File: src/rtl/avst_latency_matcher_if.sv
// Avalon-ST beat bundle: qualifiers, channel, payload and the ready back-pressure.
interface avst_latency_matcher_if #(
  parameter int DATA_W = 32,
  parameter int CH_W   = 2
);
  logic              valid;
  logic              sop;
  logic              eop;
  logic [CH_W-1:0]   channel;
  logic [DATA_W-1:0] data;
  logic              ready;

  modport master (output valid, sop, eop, channel, data, input ready);
  modport slave  (input valid, sop, eop, channel, data, output ready);
endinterface

File: src/rtl/avst_latency_matcher.sv
// Stall-aware, run-time programmable delay line keeping Avalon-ST sideband aligned with a DSP core.
// state | meaning
// RUN   | accepting beats, line advances whenever downstream allows
// DRAIN | latency change pending: input closed, in-flight beats flushed
// LOAD  | one cycle: new latency applied, stale stages cleared
module avst_latency_matcher #(
  parameter int DATA_W        = 32,
  parameter int CH_W          = 2,
  parameter int MAX_DEPTH     = 16,
  parameter int RESET_LATENCY = 5,
  parameter int STALL_MODE    = 1,
  parameter int DEPTH_W       = $clog2(MAX_DEPTH + 1)
) (
  input  logic                   clk,
  input  logic                   rst_n,
  avst_latency_matcher_if.slave  snk,
  avst_latency_matcher_if.master src,
  input  logic [DEPTH_W-1:0]     cfg_latency,
  input  logic                   cfg_load,
  input  logic                   err_clear,
  output logic [DEPTH_W-1:0]     occupancy,
  output logic [DEPTH_W-1:0]     lat_active,
  output logic                   cfg_clamped,
  output logic                   err_framing,
  output logic                   busy
);
  typedef enum logic [1:0] {RUN = 2'd0, DRAIN = 2'd1, LOAD = 2'd2} state_t;

  typedef struct packed {
    logic              valid;
    logic              sop;
    logic              eop;
    logic [CH_W-1:0]   channel;
    logic [DATA_W-1:0] data;
  } beat_t;

  state_t             state, state_nxt;
  beat_t              stage [MAX_DEPTH];
  beat_t              tap;
  logic [DEPTH_W-1:0] lat_q, req_q, cfg_sat;
  logic               cfg_oor, advance, accept, release_beat, in_pkt;

  always_comb begin
    cfg_oor = 1'b0;
    cfg_sat = cfg_latency;
    if (cfg_latency == '0) begin
      cfg_sat = DEPTH_W'(1);
      cfg_oor = 1'b1;
    end else if (cfg_latency > DEPTH_W'(MAX_DEPTH)) begin
      cfg_sat = DEPTH_W'(MAX_DEPTH);
      cfg_oor = 1'b1;
    end
  end

  always_comb begin
    tap = stage[0];
    for (int k = 0; k < MAX_DEPTH; k++)
      if (lat_q == DEPTH_W'(k + 1)) tap = stage[k];
  end

  assign src.valid    = tap.valid;
  assign src.sop      = tap.sop;
  assign src.eop      = tap.eop;
  assign src.channel  = tap.channel;
  assign src.data     = tap.data;

  assign advance      = (STALL_MODE == 0) || src.ready || !tap.valid;
  assign snk.ready    = advance && (state == RUN) && rst_n;
  assign accept       = snk.valid && snk.ready;
  assign release_beat = tap.valid && advance;
  assign busy         = (state != RUN);
  assign lat_active   = lat_q;

  always_comb begin
    state_nxt = state;
    case (state)
      RUN:     if (cfg_load) state_nxt = DRAIN;
      DRAIN:   if (occupancy == '0) state_nxt = LOAD;
      LOAD:    state_nxt = RUN;
      default: state_nxt = RUN;
    endcase
  end

  always_ff @(posedge clk or negedge rst_n)
    if (!rst_n) state <= RUN;
    else        state <= state_nxt;

  // Stages past the old tap still hold already-delivered beats; LOAD wipes them
  // so a longer latency cannot replay them.
  always_ff @(posedge clk or negedge rst_n) begin
    if (!rst_n) begin
      for (int k = 0; k < MAX_DEPTH; k++) stage[k] <= '0;
    end else if (state == LOAD) begin
      for (int k = 0; k < MAX_DEPTH; k++) stage[k] <= '0;
    end else if (advance) begin
      stage[0] <= '{valid: accept, sop: snk.sop && accept, eop: snk.eop && accept,
                    channel: snk.channel, data: snk.data};
      for (int k = 1; k < MAX_DEPTH; k++) stage[k] <= stage[k-1];
    end
  end

  always_ff @(posedge clk or negedge rst_n) begin
    if (!rst_n)                         occupancy <= '0;
    else if (accept && !release_beat)   occupancy <= occupancy + DEPTH_W'(1);
    else if (!accept && release_beat)   occupancy <= occupancy - DEPTH_W'(1);
  end

  always_ff @(posedge clk or negedge rst_n) begin
    if (!rst_n) begin
      lat_q       <= DEPTH_W'(RESET_LATENCY);
      req_q       <= DEPTH_W'(RESET_LATENCY);
      cfg_clamped <= 1'b0;
    end else begin
      if (cfg_load) begin
        req_q       <= cfg_sat;
        cfg_clamped <= cfg_oor;
      end
      if (state == LOAD) lat_q <= cfg_load ? cfg_sat : req_q;
    end
  end

  always_ff @(posedge clk or negedge rst_n) begin
    if (!rst_n) begin
      in_pkt      <= 1'b0;
      err_framing <= 1'b0;
    end else begin
      if (accept) begin
        if (snk.sop && !snk.eop) in_pkt <= 1'b1;
        else if (snk.eop)        in_pkt <= 1'b0;
      end
      if (err_clear)                          err_framing <= 1'b0;
      else if (accept && (snk.sop == in_pkt)) err_framing <= 1'b1;
    end
  end
endmodule

File: src/flat_wrapper.sv
// flat-port wrapper written by rule: the top's interface ports become plain ports
module avst_latency_matcher_flat 
#(
  parameter int DATA_W        = 32,
  parameter int CH_W          = 2,
  parameter int MAX_DEPTH     = 16,
  parameter int RESET_LATENCY = 5,
  parameter int STALL_MODE    = 1,
  parameter int DEPTH_W       = $clog2(MAX_DEPTH + 1)
)
  (clk, rst_n, cfg_latency, cfg_load, err_clear, occupancy, lat_active, cfg_clamped, err_framing, busy, snk_valid, snk_sop, snk_eop, snk_channel, snk_data, snk_ready, src_valid, src_sop, src_eop, src_channel, src_data, src_ready);
  avst_latency_matcher_if #(.DATA_W(DATA_W), .CH_W(CH_W)) snk_i ();
  avst_latency_matcher_if #(.DATA_W(DATA_W), .CH_W(CH_W)) src_i ();
  input  logic clk;
  input  logic rst_n;
  input  logic [DEPTH_W-1:0] cfg_latency;
  input  logic cfg_load;
  input  logic err_clear;
  output logic [DEPTH_W-1:0] occupancy;
  output logic [DEPTH_W-1:0] lat_active;
  output logic cfg_clamped;
  output logic err_framing;
  output logic busy;
  input wire logic [$bits(snk_i.valid)-1:0] snk_valid;
  input wire logic [$bits(snk_i.sop)-1:0] snk_sop;
  input wire logic [$bits(snk_i.eop)-1:0] snk_eop;
  input wire logic [$bits(snk_i.channel)-1:0] snk_channel;
  input wire logic [$bits(snk_i.data)-1:0] snk_data;
  output wire logic [$bits(snk_i.ready)-1:0] snk_ready;
  output wire logic [$bits(src_i.valid)-1:0] src_valid;
  output wire logic [$bits(src_i.sop)-1:0] src_sop;
  output wire logic [$bits(src_i.eop)-1:0] src_eop;
  output wire logic [$bits(src_i.channel)-1:0] src_channel;
  output wire logic [$bits(src_i.data)-1:0] src_data;
  input wire logic [$bits(src_i.ready)-1:0] src_ready;
  assign snk_i.valid = snk_valid;
  assign snk_i.sop = snk_sop;
  assign snk_i.eop = snk_eop;
  assign snk_i.channel = snk_channel;
  assign snk_i.data = snk_data;
  assign snk_ready = snk_i.ready;
  assign src_valid = src_i.valid;
  assign src_sop = src_i.sop;
  assign src_eop = src_i.eop;
  assign src_channel = src_i.channel;
  assign src_data = src_i.data;
  assign src_i.ready = src_ready;
  avst_latency_matcher #(.DATA_W(DATA_W), .CH_W(CH_W), .MAX_DEPTH(MAX_DEPTH), .RESET_LATENCY(RESET_LATENCY), .STALL_MODE(STALL_MODE), .DEPTH_W(DEPTH_W)) u_core (.clk(clk), .rst_n(rst_n), .snk(snk_i), .src(src_i), .cfg_latency(cfg_latency), .cfg_load(cfg_load), .err_clear(err_clear), .occupancy(occupancy), .lat_active(lat_active), .cfg_clamped(cfg_clamped), .err_framing(err_framing), .busy(busy));
endmodule
File: config.mk
export PLATFORM = sky130hd
export DESIGN_NAME = avst_latency_matcher_flat
export DESIGN_NICKNAME = d
export VERILOG_FILES = /design/src/rtl/avst_latency_matcher_if.sv /design/src/rtl/avst_latency_matcher.sv /design/src/flat_wrapper.sv
export SDC_FILE = /design/constraint.sdc
export NUM_CORES = 2
export LEC_CHECK = 0
export BUFFER_PORTS_ARGS = -buffer_cell sky130_fd_sc_hd__buf_2
export CORE_UTILIZATION = 30
export DETAILED_ROUTE_END_ITERATION = 10
export SETUP_SLACK_MARGIN = 0.4
export SKIP_CTS_REPAIR_TIMING = 1
export SLEW_MARGIN = 20
export SYNTH_ARGS = -nofsm -noshare
export SYNTH_HDL_FRONTEND = slang
export SYNTH_SLANG_ARGS = --single-unit
File: constraint.sdc
create_clock -name clk -period 3.55 [get_ports clk]
set_input_delay 0.5325 -clock clk [delete_from_list [all_inputs] [get_ports clk]]
set_output_delay 0.5325 -clock clk [all_outputs]
set_load 0.01 [all_outputs]
==> impl_metrics.yaml <==
detailed_routing:
  ant_nets: 0
  drt_wl_total_mm: 116
  viasPerCell: 6.02
  drc_errors: 0
  drtIter0Drc: 4575
  via_count: 30600
  wl_per_cell_um: 22.9
  dr.pass1.iters: 7
global_route:
  grt_overflow: 0
  grtUsageMet3_pct: 3.97
  grt_pass1_wl_mm: 169
  grt_use_met1_pct: 31.0
  grt_use_met2_pct: 27.4
  grt_max_degree: 216
  grt_pass1_vias: 27300
  grt_usage_pct: 19.8
  top_usage_layer: "met1"
  grt_antenna_before_repair: 5
setup_path:
  cp.arrival_ps: 3100
  crit_family: "buffers and inverters"
  worstSetupStartpointType: "flop"
  timing.rr.start: "u_core.lat_active[4]$_DFFE_PN0P_"
  critPathMaxFanout: 7
  critical_path_class: "flop to primary output"
  reg2reg_to: "u_core.stage[65]$_DFFE_PN0P_"
  path_buf_inv: 6
  cp.depth: 12
  reg2reg_slack_ps: 140
  slowest_delay_ps: 380
  cp_slowest_cell: "dfstp_2"
  reg2regPathDepth: 11
  critPathCapture: "src_data[16]"
  startpoint: "u_core.lat_active[0]$_DFFE_PN1P_"
  worstPathCellList: "buf_12 > buf_6 > nor3b_4 > nand2_4 > buf_12 > a21boi_4 > o21ai_4 > a222oi_1 > buf_4 > o21ai_2 > buf_4 > buf_6"
  endpoint_kind: "primary output"
  cp.required_ps: 3020
cts:
  h-tree-depth: 3
  clockRootBuffer: "clkbuf_16"
  clockBufferDepth: 3
  cts_buffers: 69
  clk_pin_slew_ps: 60
  cts_tree: "built"
  cts_sinks: 612
  clock_latency_ps: 640
power_and_ir_drop:
  vdd_ir_drop_max_mv: 0.547
  power_uw: 39400
  power.density_mw_per_mm2: 1030
  leakage_uw: 0.0158
sta:
  hold_viol: 0
  fin_skew_ps: 37.2
  rsz0062_at_grt: "yes"
  worstMarginPinSlew_ps: 972
  drv_slew: 0
  slew_headroom_pct: 35.2
  setup_viol: 7
  max_freq_mhz: 275
  min_period_over_period_pct: 102
  timing.final.ws_setup_ps: -85.5
  finalCriticalPeriod_ps: 3640
logic_synthesis:
  syn_avg_cell_area_um2: 8.55
  synth_edf_count: 0
  synth_top_area_share_pct: 48.4
  async_flop_share_pct: 100
  ys_warn_count: 0
  ys_ff_latch: 612
  synth-main-ff-cell: "dfrtp_1"
  ys_seq_area_share_pct: 48.8
  synth_area_leaders: "dfrtp_1 (48%), a21oi_1 (11%), nand3_1 (10%)"
  syn-cell-area_mm2: 0.0314
  ys_types: 80
  syn-instance-count: 3673
  yosysTopAreaCell: "dfrtp_1"
  synth_fp_nets: 3728
floorplanning:
  dieArea_mm2: 0.106
  ioPinCount: 98
  fp.dieW_um: 326
  coreArea_mm2: 0.104
  std_cell_rows: 118
  floorplan.initialDensity_pct: 30.3
  fp.dieH_um: 326
place:
  hpwlAfterDp_mm: 64.6
  portBuffers: 97
  placed_cells: 4881
  dpl_cell_area_mm2: 0.0334
  gp_congestion: 0.884
flow_run:
  maxCapViolCount: 0
cells_and_area:
  multi_input_area_mm2: 0.0158
  regArea_mm2: 0.0153
  layout_commonest_cell: "a21oi_1"
  fin_cells: 5081
  n_antenna_cell: 0
  nets: 3705
  nFillCells: 10400
  layout_common_cells: "a21oi_1 (622), dfrtp_1 (605), nand3_1 (604), o21ai_0 (448), o21ai_1 (228)"
  syn2layout_area_growth_pct: 22.2
  drive_above_1_share_pct: 19.2
  fin_area_mm2: 0.0384
  final_util_pct: 37.0
min_path:
  hold_class: "primary input to async pin"
run_status:
  status: "complete, but fails checks"
  violations: "setup timing"
==> flip-flops by register name, indices dropped and copies added (netlist names) <==
name / count
u_core.req_q: 5
u_core.stage: 592
u_core.err_framing: 1
u_core.lat_active: 5
u_core.state: 2
u_core.in_pkt: 1
u_core.cfg_clamped: 1
u_core.occupancy: 5
==> metal layers <==
layer  part of all wire (%)  vias to the layer above
met4                    2.2                        8
met1                     45                    15400
met3                    9.5                      176
met2                     43                     1467
met5                  0.041                        -
li1                       -                    13500
==> stage by stage <==
stage                     setup TNS (ps)  worst slack (ps)  hold WS [ps]
after floorplan                        0               277           237
after global placement              -201              -201           483
after detailed placement            -122              -122           484
after CTS                         -13180              -790           102
after global routing               -2210              -148           106
final                               -310             -85.5          60.2
==> synthesized netlist by cell type, drive strengths merged, types with 11 or more instances <==
cell type / number
o21ai: 708
a21oi: 677
nand3: 633
dfrtp: 608
clkbuf: 277
buf: 140
nand2: 108
nor2: 86
o22ai: 76
a22oi: 40
a221oi: 37
a211oi: 29
nand2b: 24
and3: 17
mux2i: 16
inv: 15
o2111ai: 14
nor2b: 13
o22a: 13
a222oi: 11
==> layout make-up <==
type                       count  area share (%)
clock inverter                19           0.473
tap                         1380            4.50
inverter                      15           0.153
sequential                   612            39.9
multi-input combinational   2631            41.3
clock buffer                 103            5.25
timing repair buffer         321            8.43
==> cells by family (layout without fill, tap and decap cells) <==
kind of cell | after synthesis | count (layout) | share of synthesized area [%]
XOR/XNOR | 6 | 6 | 0.167
AND/OR/NAND/NOR | 922 | 924 | 14.5
AO/OA/AOI/OAI | 1668 | 1668 | 29.2
buffers and inverters | 432 | 458 | 6.21
multiplexers | 25 | 25 | 0.832
flip-flops | 612 | 612 | 48.8
adder cells (fa/ha/maj) | 8 | 8 | 0.342
==> report_power, final <==
part	leakage [µW]	internal, µW	switching, µW
sequential	0.00773	10100	2830
combinational	0.00694	7860	11500
clock	0.00108	4090	3010
total	0.0158	22100	17300
==> worst min path at each step <==
stage | startpoint | endpoint | slack, ps | cells after the start
after floorplan | rst_n | u_core.cfg_clamped$_DFFE_PN0P_ | 240 | 0
after global placement | u_core.req_q[4]$_DFF_PN0_ | u_core.req_q[4]$_DFF_PN0_ | 480 | 1
after detailed placement | u_core.req_q[2]$_DFF_PN1_ | u_core.req_q[2]$_DFF_PN1_ | 480 | 2
after CTS | snk_eop | u_core.in_pkt$_DFFE_PN0P_ | 100 | 2
after global routing | snk_eop | u_core.in_pkt$_DFFE_PN0P_ | 110 | 2
final | rst_n | u_core.stage[134]$_DFFE_PN0P_ | 60 | 2
Note: power is estimated with default switching activity, not from simulation.
